===== src/rtl/bicubic_pkg.sv =====
// Shared types for the Bicubic pipeline: pixel width, pad FSM states and the
// two-pixel beat layout (lo = earlier/left pixel).
package bicubic_pkg;

  localparam int PIXEL_W = 16;

  typedef enum logic [1:0] {
    LINE_START,
    BODY,
    TAIL
  } pad_state_t;

  typedef struct packed {
    logic [PIXEL_W-1:0] hi;
    logic [PIXEL_W-1:0] lo;
  } pix_pair_t;

endpackage


===== src/rtl/bicubic_pixel_in_pad.sv =====
// Input-side horizontal pad: shifts a two-pixel-per-beat stream by one pixel
// and appends a tail beat per line, so each line gains one border pixel on
// both sides. Build option BICUBIC_PAD_ZERO_EN selects zero padding instead
// of edge replication. One registered output stage, valid/ready both ways.
module bicubic_pixel_in_pad
  import bicubic_pkg::*;
(
  input  logic                 clk,
  input  logic                 sclr,
  input  logic                 clken,
  input  logic [2*PIXEL_W-1:0] pixel_in,
  input  logic                 pixel_valid_in,
  output logic                 pixel_ready_out,
  input  logic                 pixel_end_of_line_in,
  input  logic                 pixel_start_of_frame_in,
  output logic [2*PIXEL_W-1:0] pixel_pad_out,
  output logic                 pixel_valid_out,
  input  logic                 pixel_ready_in,
  output logic                 pixel_start_of_frame_out,
  output logic                 pixel_end_of_line_out
);

`ifdef BICUBIC_PAD_ZERO_EN
  localparam bit PAD_ZERO = 1'b1;
`else
  localparam bit PAD_ZERO = 1'b0;
`endif

  // Border pixel: either a copy of the edge pixel or black.
  function automatic logic [PIXEL_W-1:0] pad_px(input logic [PIXEL_W-1:0] px);
    return PAD_ZERO ? '0 : px;
  endfunction

  // Power-up values match the sclr state so the block is sane before the
  // first clear.
  pad_state_t         state = LINE_START;
  pad_state_t         nxt_state;
  logic [PIXEL_W-1:0] held  = '0;
  pix_pair_t          out_q = '0;
  logic               vld_q = 1'b0;
  logic               sof_q = 1'b0;
  logic               eol_q = 1'b0;

  pix_pair_t din, beat;
  logic      vld_n, sof_n, eol_n;
  logic      adv, slot_free, in_fire;

  assign din       = pixel_in;
  assign adv       = clken & ~sclr;
  // Output register may load when empty or drained this cycle.
  assign slot_free = ~vld_q | pixel_ready_in;

  assign pixel_ready_out = adv & (state != TAIL) & slot_free;
  assign in_fire         = pixel_valid_in & pixel_ready_out;

  // Next state and the beat to load into the output register.
  always_comb begin
    nxt_state = state;
    beat      = out_q;
    vld_n     = 1'b0;
    sof_n     = 1'b0;
    eol_n     = 1'b0;
    case (state)
      LINE_START, BODY: begin
        if (in_fire) begin
          vld_n     = 1'b1;
          sof_n     = pixel_start_of_frame_in;
          beat.hi   = din.lo;
          beat.lo   = (state == LINE_START) ? pad_px(din.lo) : held;
          nxt_state = pixel_end_of_line_in ? TAIL : BODY;
        end
      end
      TAIL: begin
        // Right border beat; input eol is never forwarded on data beats.
        if (adv & slot_free) begin
          vld_n     = 1'b1;
          eol_n     = 1'b1;
          beat.hi   = pad_px(held);
          beat.lo   = held;
          nxt_state = LINE_START;
        end
      end
      default: nxt_state = LINE_START;
    endcase
  end

  // FSM state register; a mid-line clear drops the partial line.
  always_ff @(posedge clk) begin
    if (clken) begin
      if (sclr) state <= LINE_START;
      else      state <= nxt_state;
    end
  end

  // Held pixel and output register; frozen while clken is low or output stalls.
  always_ff @(posedge clk) begin
    if (clken) begin
      if (sclr) begin
        held  <= '0;
        out_q <= '0;
        vld_q <= 1'b0;
        sof_q <= 1'b0;
        eol_q <= 1'b0;
      end else begin
        if (in_fire) held <= din.hi;
        if (slot_free) begin
          vld_q <= vld_n;
          sof_q <= sof_n;
          eol_q <= eol_n;
          if (vld_n) out_q <= beat;
        end
      end
    end
  end

  assign pixel_pad_out            = out_q;
  assign pixel_valid_out          = vld_q;
  assign pixel_start_of_frame_out = sof_q;
  assign pixel_end_of_line_out    = eol_q;

endmodule


===== config.mk =====
export PLATFORM = sky130hd
export DESIGN_NAME = bicubic_pixel_in_pad
export DESIGN_NICKNAME = d
export VERILOG_FILES = /design/src/rtl/bicubic_pkg.sv /design/src/rtl/bicubic_pixel_in_pad.sv
export SDC_FILE = /design/constraint.sdc
export NUM_CORES = 1
export LEC_CHECK = 0
export CAP_MARGIN = 0
export CORE_MARGIN = 2
export CORE_UTILIZATION = 46
export CTS_CLUSTER_SIZE = 12
export DETAILED_ROUTE_END_ITERATION = 8
export PLACE_DENSITY = 0.8
export SYNTH_ARGS = -nofsm -noshare
export SYNTH_HDL_FRONTEND = slang
export SYNTH_SLANG_ARGS = --single-unit

===== constraint.sdc =====
create_clock -name clk -period 3.1 [get_ports clk]
set_input_delay 0.62 -clock clk [delete_from_list [all_inputs] [get_ports clk]]
set_output_delay 0.62 -clock clk [all_outputs]
set_load 0.02 [all_outputs]

==> metrics.txt, run 1 <==
clk_lat worst skew=~0.30 ns; Slew @ Worst Pin=approximately 0.73 ns; GP Congestion=around 0.85; number of antenna violations at the first check in global routing=0; full die area=~5600 um2; Startpoint Class=primary input; status=finished clean; gr usage total=0.1737; crit end category=output pin; Final Cycle Share=0.8914; cell at the root of the clock tree=clkbuf_8; Clock Skew=roughly 0.0032 ns; post-synthesis register bit count=53; Setup-failing EPs final=0; crit path DAT=between 2 and 2.5 ns; sinks on the clock net=53; DRC errors left=0; via/cell ratio=4.831; Worst setup startpoint=pixel_ready_in; FP Rows=25; Clk pwr share=0.232; leakage=1.146 nW; CP Class=primary input to output pin; Reg power frac=0.575; synthesized area per cell=between 10 and 15 um2; vias in the first global route=roughly 1600; largest net degree at the start of global routing=54; Die Ht=roughly 75 um; P_sw=roughly 0.38 mW; placed inst area=~3100 um2; RSZ-0062 raised after global routing=false; first-pass GRT wire length=7.224 mm; # hold bufs at CTS=0; critical path peak fanout=5; post-route cell area=about 3200 um2; via total after detailed routing=1657; HP Class=flop to flop; ANT cells=0; global route overflow=0; Die Wd=74.65 um; H-tree levels=2; worst hold path startpoint=held[6]$_SDFFCE_PP0P_; Max VDD drop=about 270 uV; combinational share of power=0.193; # IOs=75; cts repair resizes=0; pwr dens=482.9 nW/um2; Gate Count Post-Synth=between 200 and 250; RR Startpoint=state[1]$_SDFFCE_PP0P_; setup bufs post-CTS=0; Final nets=between 300 and 400; most frequent cells in the layout=clkdlybuf4s50_1 (73), nand2_1 (68), edfxtp_1 (53); Initial Util=0.4829; TritonRoute pass-1 iters=4; CP required=between 2 and 2.5 ns; Post-Syn Area=roughly 2300 um2; sequential share of the synthesized area=0.6932; HPWL after DPL=approximately 3.2 mm; CTS tree=yes; DR WL/cell=approximately 13 um; Netlist cell types=21; initial DRC count=149; final hold vios=0; Max clock buf depth=2; Core ar.=approximately 4800 um2; layout cells sized above 1=0.05072; final wirelength=between 4 and 5 mm; max-cap viol count=0; relative slew slack=0.5135; Final Max Slew Viols=0; Period minus WS final=about 2.8 ns; syn nets=approximately 240; most common cell after layout, fill and taps aside=clkdlybuf4s50_1; Routed Antenna Nets=0; Peak Freq=between 300 and 400 MHz; port bufs=74; Yosys Warn Count=0; setup_tns=0 ns; Power Internal=1.152 mW; area growth from synthesis to final layout=37.98%; Sw Share=0.2472; Reg clk slew, reported paths=0.08 ns; CTS Buf Count=5
[layout make-up]
class | instances | area [um2]
Clock inverter | 1 | 3.754
Sequential cell | 53 | 1592
Tap cell | 67 | 83.83
Multi-Input combinational cell | 136 | 639.4
Inverter | 1 | 3.754
Clock buffer | 6 | 72.57
Timing Repair Buffer | 79 | 773.2
Fill cell | 386 | 1587
[worst max-delay path, stage by stage]
cell             delay [ns]
clkdlybuf4s50_1        0.45
nand2b_1               0.19
nand3b_1               0.17
nor2_1                 0.12
clkdlybuf4s50_1        0.60
[cell families after synthesis]
| logic type | after synthesis | synth area share |
|---|---|---|
| buf+inv | 14 | 0.03487 |
| compound gates | 38 | 0.08501 |
| flops | 53 | 0.6932 |
| simple gates | 98 | 0.1869 |
[registers in the layout, indices dropped and copies added, names as in the netlist]
signal / count
pixel_end_of_line_out: 1
pixel_pad_out: 32
pixel_start_of_frame_out: 1
pixel_valid_out: 1
held: 16
state: 2
[routing by layer]
metal	share of wire	vias up	wire, um	global-route usage
met5	0	-	0	0
met4	0.012	0	55	0.05357
met3	0.047	4	214	0.03748
met2	0.54	55	2454	0.3156
met1	0.40	760	1850	0.2066
li1	-	838	-	-
[synth_stat cells, drive strengths merged]
cell | number | area (um2)
edfxtp | 53 | 1592
inv | 1 | 3.750
nor2 | 6 | 25.03
nor2b | 17 | 106.4
nand3 | 1 | 5.000
buf | 8 | 57.55
nand2 | 68 | 255.2
clkbuf | 5 | 18.77
o21ai | 2 | 10.00
nor3 | 1 | 5.000
and2 | 1 | 6.260
or2 | 1 | 6.260
nand3b | 1 | 7.510
a21oi | 34 | 170.2
o31ai | 1 | 7.510
nand2b | 2 | 12.51
o21a | 1 | 7.510
[metrics by stage]
| step | util | total power, mW | hold WS, ns | setup slack (ns) | std cells |
|---|---|---|---|---|---|
| finish | 0.6663 | 1.530 | 0.6186 | 0.3367 | 343 |
| global route | 0.6663 | 1.591 | 0.6517 | 0.2468 | 343 |
| CTS | 0.6663 | 1.537 | 0.6176 | 0.3306 | 343 |
| detailed placement | 0.6503 | 1.194 | 0.5983 | 0.3396 | 336 |
| global placement | 0.6503 | 1.187 | 0.5892 | 0.3554 | 336 |
| floorplan | - | 1.043 | 0.5768 | 0.3709 | 203 |
[path summary, 6_finish.rpt]
kind                                                   endpoint  slack, ns  cells after the start
worst min register to register  pixel_pad_out[22]$_SDFFCE_PP0P_       0.62                      2
worst max-delay path                            pixel_ready_out       0.34                      5
worst min-delay path            pixel_pad_out[22]$_SDFFCE_PP0P_       0.62                      2
worst max register to register  pixel_pad_out[25]$_SDFFCE_PP0P_       1.14                      5
[power by group through the flow]
stage | logic, mW | registers [mW] | clock network (mW)
after floorplan | 0.0979 | 0.945 | 0
after global placement | 0.292 | 0.895 | 0
after detailed placement | 0.297 | 0.897 | 0
after CTS | 0.298 | 0.880 | 0.360
after global routing | 0.321 | 0.885 | 0.384
final | 0.295 | 0.880 | 0.355
No activity file was read; power rests on OpenSTA's default activity.
==> run 2: changes to the inputs <==
CORE_UTILIZATION = 49   (was 46)
PLACE_DENSITY = 0.84   (was 0.8)
clock period = 3.4 ns   (was 3.1 ns; I/O delays follow)
==> metrics.txt, run 2 (synthesized netlist as in run 1, its figures left out) <==
HP Class=flop to flop; Final Cycle Share=0.8575; crit path DAT=between 2 and 2.5 ns; pwr dens=between 400 and 500 nW/um2; CP Class=primary input to output pin; Slew @ Worst Pin=~0.75 ns; Routed Antenna Nets=0; Initial Util=0.5166; layout cells sized above 1=0.04710; Clock Skew=0.005306 ns; Peak Freq=roughly 340 MHz; port bufs=74; max-cap viol count=0; global route overflow=0; Max clock buf depth=2; GP Congestion=~0.8; Worst path depth=5; gr usage total=0.1868; largest net degree at the start of global routing=54; setup_tns=0 ns; Crit path top cell by count=clkdlybuf4s50_1; cell count after placement=320; relative slew slack=0.5013; Max VDD drop=around 220 uV; Reg clk slew, reported paths=0.09 ns; cts repair resizes=0; HPWL after DPL=roughly 3.2 mm; # IOs=75; vias in the first global route=approximately 1700; CP top delay family=buffers and inverters; crit end category=output pin; setup bufs post-CTS=0; Worst Path Buf+Inv=2; Startpoint Class=primary input; hold depth=2; final core utilization=0.7072; CTS Buf Count=5; Final WS setup=between 0.4 and 0.5 ns; area growth from synthesis to final layout=36.89%; Die Wd=just over 70 um; # hold bufs at CTS=0; critical path peak fanout=5; Die Ht=between 70 and 80 um; sinks on the clock net=between 50 and 60; slowest stage cell, crit path=clkdlybuf4s50_1; full die area=between 5000 and 6000 um2; TritonRoute pass-1 iters=4; initial DRC count=165; final hold slack=between 0.6 and 0.7 ns; post-route cell area=between 3000 and 4000 um2; clk_lat worst skew=approximately 0.30 ns; leakage=1.145 nW; CP required=2.72 ns; via total after detailed routing=about 1700; ANT cells=0; Reg2Reg Depth=4; FP Rows=24; first-pass GRT wire length=between 7 and 8 mm; Final Instance Count excl. Fillers=328; CTS tree=yes; number of antenna violations at the first check in global routing=0; Core ar.=approximately 4400 um2; setup slack at placement=0.4740 ns; max reg flops=32; final wirelength=4.614 mm; Power Total=~1.4 mW; Final Max Slew Viols=0; RSZ-0062 raised after global routing=false; most frequent cells in the layout=clkdlybuf4s50_1 (73), nand2_1 (68), edfxtp_1 (53); DR WL/cell=14.07 um; DRC errors left=0; placed inst area=between 3000 and 4000 um2; Final nets=314; Period minus WS final=between 2 and 3 ns; status=finished clean; Setup-failing EPs final=0; final hold vios=0; H-tree levels=2; via/cell ratio=about 5.0; most common cell after layout, fill and taps aside=clkdlybuf4s50_1; cells along the critical path=clkdlybuf4s50_1, nand2b_1, nand3b_1, nor2_1, clkdlybuf4s50_1; Largest stage delay, worst path=around 0.6 ns; cell at the root of the clock tree=clkbuf_8
[run 2: cell types whose count changed in the layout (fill, tap and decap cells not counted), sizes merged]
cell / previous run / this run
buf: 6 / 5
clkinv: 1 / 3
clkbuf: 6 / 5
[run 2: final timing paths]
| check | start | endpoint | slack [ns] |
|---|---|---|---|
| worst max-delay path | pixel_ready_in | pixel_ready_out | 0.48 |
| worst min-delay path | held[6]$_SDFFCE_PP0P_ | pixel_pad_out[22]$_SDFFCE_PP0P_ | 0.62 |
| worst max register to register | state[0]$_SDFFCE_PP0P_ | held[4]$_SDFFCE_PP0P_ | 1.49 |
| worst min register to register | held[6]$_SDFFCE_PP0P_ | pixel_pad_out[22]$_SDFFCE_PP0P_ | 0.62 |
[run 2: layer usage]
metal / wire length (um) / track usage / vias up / share of wire
li1: - / - / 835 / -
met3: 256 / 0.03472 / 6 / 0.055
met1: 1844 / 0.2175 / 755 / 0.40
met4: 46 / 0.05761 / 0 / 0.010
met5: 0 / 0 / - / 0
met2: 2465 / 0.3476 / 59 / 0.53
[run 2: cell type report]
cell class              instances  area, um2
flip-flops and latches         53       1592
repair buffers                 78      765.7
clock buffers                   5      68.82
multi-input cells             136      635.6
inverters                       1      3.754
well taps                      52      65.06
fillers                       360       1301
clock inverters                 3      12.51
[run 2: tightest hold or removal path, stage by stage (launching register included)]
cell and delay, ns:
edfxtp_1 0.35, nand2_1 0.05, a21oi_1 0.11
[run 2: where the power goes]
| group | internal, mW | switching [mW] |
|---|---|---|
| sequential | 0.783 | 0.0183 |
| clock | 0.139 | 0.198 |
| combinational | 0.127 | 0.142 |
